File: config.mk
export PLATFORM = sky130hd
export DESIGN_NAME = light_fader
export DESIGN_NICKNAME = d
export VERILOG_FILES = /design/src/rtl/light_fader_pkg.sv /design/src/rtl/light_fader_pwm_gen.sv /design/src/rtl/light_fader.sv
export SDC_FILE = /design/constraint.sdc
export NUM_CORES = 1
export LEC_CHECK = 0
export BUFFER_PORTS_ARGS = -buffer_cell sky130_fd_sc_hd__buf_2
export CAP_MARGIN = 10
export CORE_ASPECT_RATIO = 0.6
export CORE_MARGIN = 2
export CORE_UTILIZATION = 55
export DETAILED_ROUTE_END_ITERATION = 12
export GPL_ROUTABILITY_DRIVEN = 0
export PLACE_DENSITY = 0.81
export SETUP_SLACK_MARGIN = 0.3
export SYNTH_ARGS = -nofsm -noshare
export SYNTH_HDL_FRONTEND = slang
export SYNTH_SLANG_ARGS = --single-unit
File: constraint.sdc
create_clock -name clk -period 2.99 [get_ports clk]
set_input_delay 0 -clock clk [delete_from_list [all_inputs] [get_ports clk]]
set_output_delay 0 -clock clk [all_outputs]
set_load 0.005 [all_outputs]
File: src/rtl/light_fader_pkg.sv
// Shared definitions for the lamp fader: state encoding and brightness range.
package light_pkg;

  typedef enum logic [1:0] {
    ST_OFF       = 2'd0,
    ST_RAMP_UP   = 2'd1,
    ST_ON        = 2'd2,
    ST_RAMP_DOWN = 2'd3
  } light_state_t;

  // Full-scale brightness code for a given PWM width.
  function automatic int unsigned light_max(input int unsigned bits);
    return (32'd1 << bits) - 32'd1;
  endfunction

endpackage

File: src/rtl/light_fader_pwm_gen.sv
// PWM generator: free-running counter, duty shadow loaded only at the
// period boundary, and a registered compare driving the pin.
module pwm_gen
  import light_pkg::*;
#(
  parameter int unsigned PWM_BITS = 8
) (
  input  logic                clk,
  input  logic                reset,
  input  logic [PWM_BITS-1:0] level,
  output logic                pwm_out
);

  localparam logic [PWM_BITS-1:0] MAX = PWM_BITS'(light_max(PWM_BITS));

  logic [PWM_BITS-1:0] pwm_cnt;
  logic [PWM_BITS-1:0] duty;

  // Counter wraps naturally; duty follows level only between periods so a
  // period is never cut short. Full scale is forced high to avoid the
  // one-cycle low that a plain compare would give at pwm_cnt == MAX.
  always_ff @(posedge clk or negedge reset) begin
    if (!reset) begin
      pwm_cnt <= '0;
      duty    <= '0;
      pwm_out <= 1'b0;
    end else begin
      pwm_cnt <= pwm_cnt + PWM_BITS'(1);
      if (pwm_cnt == MAX) begin
        duty <= level;
      end
      pwm_out <= (duty == MAX) ? 1'b1 : (pwm_cnt < duty);
    end
  end

endmodule

File: src/rtl/light_fader.sv
// Lamp fader: ramps brightness up while main_program is high, holds at full,
// and ramps back to off after it falls. Brightness leaves as PWM plus a
// status level bus.
//
//   state        | meaning
//   -------------+---------------------------------------------------
//   ST_OFF       | lamp dark, level 0, waiting for main_program
//   ST_RAMP_UP   | level +1 every STEP_CYCLES clocks until MAX
//   ST_ON        | level held at MAX while main_program stays high
//   ST_RAMP_DOWN | level -1 every STEP_CYCLES clocks until 0
module light_fader
  import light_pkg::*;
#(
  parameter int unsigned PWM_BITS    = 8,
  parameter int unsigned STEP_CYCLES = 196_078
) (
  input  logic                clk,
  input  logic                reset,
  input  logic                main_program,
  output logic                pwm_out,
  output logic [PWM_BITS-1:0] level,
  output logic [1:0]          state,
  output logic                lamp_on
);

  localparam logic [PWM_BITS-1:0] MAX = PWM_BITS'(light_max(PWM_BITS));
  localparam int unsigned CNT_W = (STEP_CYCLES > 1) ? $clog2(STEP_CYCLES) : 1;
  localparam logic [CNT_W-1:0] STEP_LAST = CNT_W'(STEP_CYCLES - 1);

  light_state_t        state_q;
  logic [PWM_BITS-1:0] level_q;
  logic [CNT_W-1:0]    step_cnt;
  logic                tick;
  logic [PWM_BITS-1:0] level_up;
  logic [PWM_BITS-1:0] level_dn;

  // Saturating neighbours of the current level. A reversal right after
  // entering a ramp can leave RAMP_UP at MAX or RAMP_DOWN at 0, so the
  // step must clamp rather than wrap.
  always_comb begin
    tick     = (step_cnt == STEP_LAST);
    level_up = level_q;
    level_dn = level_q;
    if (level_q != MAX) level_up = level_q + PWM_BITS'(1);
    if (level_q != '0)  level_dn = level_q - PWM_BITS'(1);
  end

  // Sequencer and step timer; a reversal wins over a tick on the same edge
  // and never moves the level.
  always_ff @(posedge clk or negedge reset) begin
    if (!reset) begin
      state_q  <= ST_OFF;
      level_q  <= '0;
      step_cnt <= '0;
    end else begin
      case (state_q)
        ST_OFF: begin
          step_cnt <= '0;
          if (main_program) state_q <= ST_RAMP_UP;
        end
        ST_RAMP_UP: begin
          if (!main_program) begin
            state_q  <= ST_RAMP_DOWN;
            step_cnt <= '0;
          end else if (tick) begin
            step_cnt <= '0;
            level_q  <= level_up;
            if (level_up == MAX) state_q <= ST_ON;
          end else begin
            step_cnt <= step_cnt + CNT_W'(1);
          end
        end
        ST_ON: begin
          step_cnt <= '0;
          if (!main_program) state_q <= ST_RAMP_DOWN;
        end
        ST_RAMP_DOWN: begin
          if (main_program) begin
            state_q  <= ST_RAMP_UP;
            step_cnt <= '0;
          end else if (tick) begin
            step_cnt <= '0;
            level_q  <= level_dn;
            if (level_dn == '0) state_q <= ST_OFF;
          end else begin
            step_cnt <= step_cnt + CNT_W'(1);
          end
        end
        default: begin
          state_q  <= ST_OFF;
          level_q  <= '0;
          step_cnt <= '0;
        end
      endcase
    end
  end

  // Status outputs follow the registered state directly.
  always_comb begin
    state   = state_q;
    level   = level_q;
    lamp_on = (state_q != ST_OFF);
  end

  pwm_gen #(
    .PWM_BITS (PWM_BITS)
  ) u_pwm_gen (
    .clk     (clk),
    .reset   (reset),
    .level   (level_q),
    .pwm_out (pwm_out)
  );

endmodule

==> results of run 1 <==
-- worst max-delay path: stages, from the launching register on --
cell and delay, ps:
dfrtp_1 420, inv_1 110, ha_1 300, nor3b_1 310, a22oi_1 170, a2111oi_4 310
a22oi_2 140, o41ai_4 310, mux2_4 340
-- sequential cells by signal (all words and copies together) (netlist names) --
register,cells
step_cnt,18
level,8
u_pwm_gen.duty,8
u_pwm_gen.pwm_cnt,8
state,2
u_pwm_gen.pwm_out,1
-- Yosys cell counts, types with 4 or more instances --
cell / n / area (sq um)
a21oi_1: 15 / 75.07
a22oi_1: 5 / 37.54
a31oi_1: 5 / 31.28
and2_1: 6 / 37.54
and3_1: 4 / 25.02
and4_1: 5 / 43.79
buf_2: 6 / 30.03
clkbuf_1: 9 / 33.78
dfrtp_1: 45 / 1126
ha_1: 19 / 237.7
inv_1: 17 / 63.81
nand2_1: 29 / 108.9
nand3_1: 20 / 100.1
nand4_1: 6 / 37.54
nor2_1: 32 / 120.1
nor2b_1: 6 / 37.54
o21ai_0: 19 / 95.09
xnor2_1: 11 / 96.34
xor2_1: 12 / 105.1
-- power by group through the flow --
stage	Sequential, mW	Clock [mW]	Combinational [mW]
after global routing	0.670	0.400	0.450
after global placement	0.674	0	0.395
after CTS	0.665	0.380	0.411
after detailed placement	0.676	0	0.405
after floorplan	0.669	0	0.273
final	0.665	0.377	0.416
-- area by class of cell --
class                      instances  area share
clock buffer                       6     0.02342
clock inverter                     2    0.003230
inverter                          17     0.02059
multi-input combinational        242      0.5273
sequential                        45      0.3633
tap                               66     0.02665
timing repair buffer              19     0.03553
-- routing by layer --
| layer | routed length (microns) | part of all wire | track usage |
|---|---|---|---|
| met3 | 603 | 0.091 | 0.06316 |
| met4 | 86 | 0.013 | 0.07143 |
| met1 | 3361 | 0.51 | 0.3676 |
| met2 | 2563 | 0.39 | 0.3192 |
| met5 | 0 | 0 | 0 |
-- what timing repair did --
| action | in CTS | in global routing |
|---|---|---|
| hold endpoints to repair | 45 | 0 |
| endpoints found under the setup margin | 0 | 0 |
| hold buffers | 1 | 0 |
-- cells by family (layout without fill, tap and decap cells) --
family | after synthesis | count (layout) | share of synthesized area
simple gates | 131 | 131 | 0.2374
compound gates | 65 | 65 | 0.1577
flops | 45 | 45 | 0.3878
buf+inv | 34 | 44 | 0.04954
xor+xnor | 23 | 23 | 0.06937
fa+ha+maj | 19 | 19 | 0.08186
mux | 4 | 4 | 0.01637
-- how the worst max path moves through the flow --
| stage | startpoint | to | slack, ps | depth (start not counted) |
|---|---|---|---|---|
| 2_1_floorplan | level[0]$_DFFE_PN0P_ | state[1]$_DFFE_PN0P_ | 550 | 9 |
| 3_3_place_gp | level[0]$_DFFE_PN0P_ | state[1]$_DFFE_PN0P_ | 640 | 8 |
| 3_5_place_dp | level[0]$_DFFE_PN0P_ | state[1]$_DFFE_PN0P_ | 480 | 8 |
| 4_1_cts | level[0]$_DFFE_PN0P_ | state[1]$_DFFE_PN0P_ | 480 | 8 |
| 5_1_grt | step_cnt[1]$_DFF_PN0_ | level[5]$_DFFE_PN0P_ | 330 | 8 |
| 6_report | level[0]$_DFFE_PN0P_ | state[1]$_DFFE_PN0P_ | 480 | 8 |
==> run metrics, run 1 <==
commonest non-fill, non-tap cells in the layout=dfrtp_1, nor2_1, nand2_1; Post-synth EDFFs=0; Root Driver=clkbuf_8; Critical Path Fanout Max=6; Yosys warnings=0; final hold violation count=0; worst hold-check path type=primary input to flop; Pleak=1.341 nW; Register Area=0.001126 sq mm; largest net degree at the start of global routing=46; pwr dens=470.4 mW/mm^2; via count=2,406; Switching Fraction=0.3402; final wirelength=6.614 mm; CP Data Arrival Time=2720 ps; Sink Count=45; WHS Endpoint=state[0]$_DFFE_PN0P_; Post-Synthesis Cells=321; synthesized flop and latch total=45; commonest non-fill, non-tap cell in the layout=dfrtp_1; Final ANT Viol Nets=0; Psw=495.9 uW; DRC Markers=0; layout cells sized above 1=0.1118; r2r setup slk=480 ps; clock slew at reported path FFs=90 ps; initial antenna violation count=0; Placed Cells incl. Taps=388; Layout Cells excl Fill=397; TritonCTS Buffers=5; Distinct cells, synth=55; Hold Path Origin=main_program; Final Total Pwr=1.458 mW; syn_nets=343; area delta synth->final=6.721%; vias in the first global route=2,136; Critical Path Start Type=flop; Crit. End Element=flop; relative slew slack=0.3265; worst r2r dst=state[1]$_DFFE_PN0P_; Worst Max-Slew Pin Slew=1010 ps; R2R cell count=8; post-CTS setup buffer count=0; std cell rows=20; via density per instance=6.060; ys async rst share=1.000; Detailed Routing Iterations Pass 1=6; # diodes=0; dpl cell area=0.003007 sq mm; Req. time, crit path=3200 ps; Die X=97.81 microns; post-DP HPWL=4.765 mm; Final Util=0.6101; starting density of the core=0.5717; Crit Path Class=flop to flop; RSZ-0062 raised after global routing=no; CTS Buffer Depth=2; total grt overflow=0; chip height=60.29 microns; worst hold slack=173.9 ps; clock skew=14.67 ps; die area=0.005896 sq mm; status=finished clean; hold depth=3; Fillers=434; Clock Power Share=0.258; Tcrit/Tclk final=0.8409; design area=0.003099 sq mm; Setup violations, final=0; Reg power frac=0.456; IO Count=15; Clock Latency Late Sink=310 ps; max cap viols=0; syn avg cell area=9.047 sq um; CTS tree=built; Synth Cell Area=0.002904 sq mm; Port Buffers=14; logic gate share of total power=0.285; Final min period=2514 ps; fmax=0.3977 GHz; H-tree lvl count=2; Power Internal=961.9 uW; register area share after synthesis=0.3878; area taken by multi-input logic gates=0.001634 sq mm; first-pass GRT wire length=10.69 mm; Crit Reg-Reg Startpoint=level[0]$_DFFE_PN0P_; Max IR drop VDD=0.3620 mV; total core area=0.005080 sq mm; Final WS setup=475.6 ps; Iteration-0 DRC Markers=230; DR WL/cell=16.66 microns; ys flop type=dfrtp_1; final setup TNS=0 ps; fin. max-slew vios=0; number of nets in the layout=352; pre-CTS WS=482.9 ps; CTS resizes=0; total track usage=0.2373
(Power assumes the default switching activity.)
==> run 2, diff against run 1 <==
PLACE_DENSITY = 0.84   (was 0.81)
clock period = 2.1 ns   (was 2.99 ns; I/O delays follow)
==> run 2 against run 1 <==
  * The run now ends with setup timing left
  * Flip-flop and latch count is the same
  * Final area grew 30%
  * Register-to-register slack lost 730 ps
  * Power grew 96%
  * Sequential power grew 39%
  * Count of clock-buffer cells in the layout is the same
  * Non-clock buffer count grew 63
  * Clock skew grew 4.7 ps
==> run metrics, run 2 (synthesis results as in run 1) <==
status=finished with violations; failing checks=setup timing; final wirelength=10.33 mm; CTS tree=built; Tcrit/Tclk final=1.121; design area=0.004028 sq mm; initial antenna violation count=0; Crit Path Class=flop to flop; r2r setup slk=-250 ps; Sink Count=45; RSZ-0062 raised after global routing=yes; total track usage=0.3308; via count=3,050; Crit. End Element=flop; area taken by multi-input logic gates=0.001964 sq mm; TritonCTS Buffers=5; worst hold-check path type=primary input to flop; Worst Max-Slew Pin Slew=711.7 ps; commonest non-fill, non-tap cells in the layout=buf_4, dfrtp_1, nand2_1; Final ANT Viol Nets=0; Iteration-0 DRC Markers=420; Critical Path Start Type=flop; R2R cell count=8; Layout Cells excl Fill=460; starting density of the core=0.5717; Hold Path Origin=main_program; Clock Latency Late Sink=320 ps; first-pass GRT wire length=14.74 mm; Placed Cells incl. Taps=432; commonest non-fill, non-tap cell in the layout=buf_4; Die X=97.81 microns; vias in the first global route=2,867; chip height=60.29 microns; Pleak=1.743 nW; total core area=0.005080 sq mm; final hold violation count=0; clock slew at reported path FFs=110 ps; DR WL/cell=22.45 microns; DRC Markers=0; Largest Register=step_cnt; Max IR drop VDD=0.8977 mV; fin. max-slew vios=0; Detailed Routing Iterations Pass 1=5; worst r2r dst=state[1]$_DFFE_PN0P_; max cap viols=0; pwr dens=709.2 mW/mm^2; IO Count=15; relative slew slack=0.5255; post-DP HPWL=5.703 mm; Final WS setup=-254.2 ps; hold depth=3; Final min period=2354 ps; clock skew=19.33 ps; Fillers=270; die area=0.005896 sq mm; largest net degree at the start of global routing=30; fmax=0.4248 GHz; std cell rows=20; CP Data Arrival Time=2550 ps; number of nets in the layout=415; total grt overflow=0; Req. time, crit path=2300 ps; Setup violations, final=7; layout cells sized above 1=0.3883; dpl cell area=0.003390 sq mm; Register Area=0.001129 sq mm; max reg flops=18; H-tree lvl count=2; Crit Reg-Reg Startpoint=level[1]$_DFFE_PN0P_; CTS Buffer Depth=2; Port Buffers=14; via density per instance=6.630; Root Driver=clkbuf_8; WHS Endpoint=state[0]$_DFFE_PN0P_; Critical Path Fanout Max=5; # diodes=0; area delta synth->final=38.69%
## run 2: cell count changes in the layout (fill, tap and decap cells not counted), sizes merged
| cell | before | now |
|---|---|---|
| bufinv | 0 | 1 |
| buf | 18 | 81 |
| clkinv | 2 | 1 |
## run 2: repair_timing
item                       4_1_cts  5_1_grt
hold buffers                     1        0
setup endpoints to repair       28       28
setup buffers                   16        2
cloned                           1        0
hold endpoints to repair        27        0
pin swaps                       17        5
gates resized for setup         49       43
## run 2: worst max-delay path by stage
stage | startpoint | end | cells after the start
after floorplan | level[0]$_DFFE_PN0P_ | state[1]$_DFFE_PN0P_ | 9
after global placement | level[0]$_DFFE_PN0P_ | state[1]$_DFFE_PN0P_ | 8
after global routing | level[1]$_DFFE_PN0P_ | state[1]$_DFFE_PN0P_ | 8
final | level[1]$_DFFE_PN0P_ | state[1]$_DFFE_PN0P_ | 8
after detailed placement | level[1]$_DFFE_PN0P_ | state[1]$_DFFE_PN0P_ | 8
after CTS | level[1]$_DFFE_PN0P_ | state[1]$_DFFE_PN0P_ | 8
## run 2: metrics by stage
step	util	setup TNS (ps)	hold slack (ps)	power (mW)	setup WS, ps
2_1_floorplan	-	-322.4	-295.6	1.378	-243.1
6_report	0.7929	-723.6	226.7	2.856	-254.2
4_1_cts	0.7586	-228.7	150.4	2.560	-118.8
3_3_place_gp	0.6672	-301.3	68.89	1.613	-172.9
3_5_place_dp	0.6672	-495.2	75.39	1.645	-255.4
5_1_grt	0.7929	-1102	233.4	2.933	-319.3
## run 2: power by group
group          leakage, nW  internal [mW]  switching (mW)
Combinational         1.09          0.571           0.660
Clock               0.0554          0.358           0.342
Sequential           0.600          0.900          0.0260
## run 2: critical path: stages (launching register included)
cell and delay, ps:
dfrtp_2 480, inv_4 60, ha_4 170, o21a_1 120, o211a_1 240, a2111oi_4 390, a22oi_2 160, o41ai_4 270
mux2_4 340
## run 2: metal layers
metal | vias up | GRT usage | part of all wire
met5 | - | 0 | 0
met4 | 0 | 0.1468 | 0.047
met3 | 72 | 0.09591 | 0.12
met2 | 278 | 0.5222 | 0.42
met1 | 1422 | 0.4317 | 0.41
li1 | 1278 | - | -
## run 2: area by class of cell
type                    count  area share
clock inverters             2    0.009630
repair buffers             82      0.1668
flip-flops and latches     45      0.2802
multi-input cells         242      0.4877
well taps                  66     0.02050
inverters                  17     0.01709
clock buffers               6     0.01802
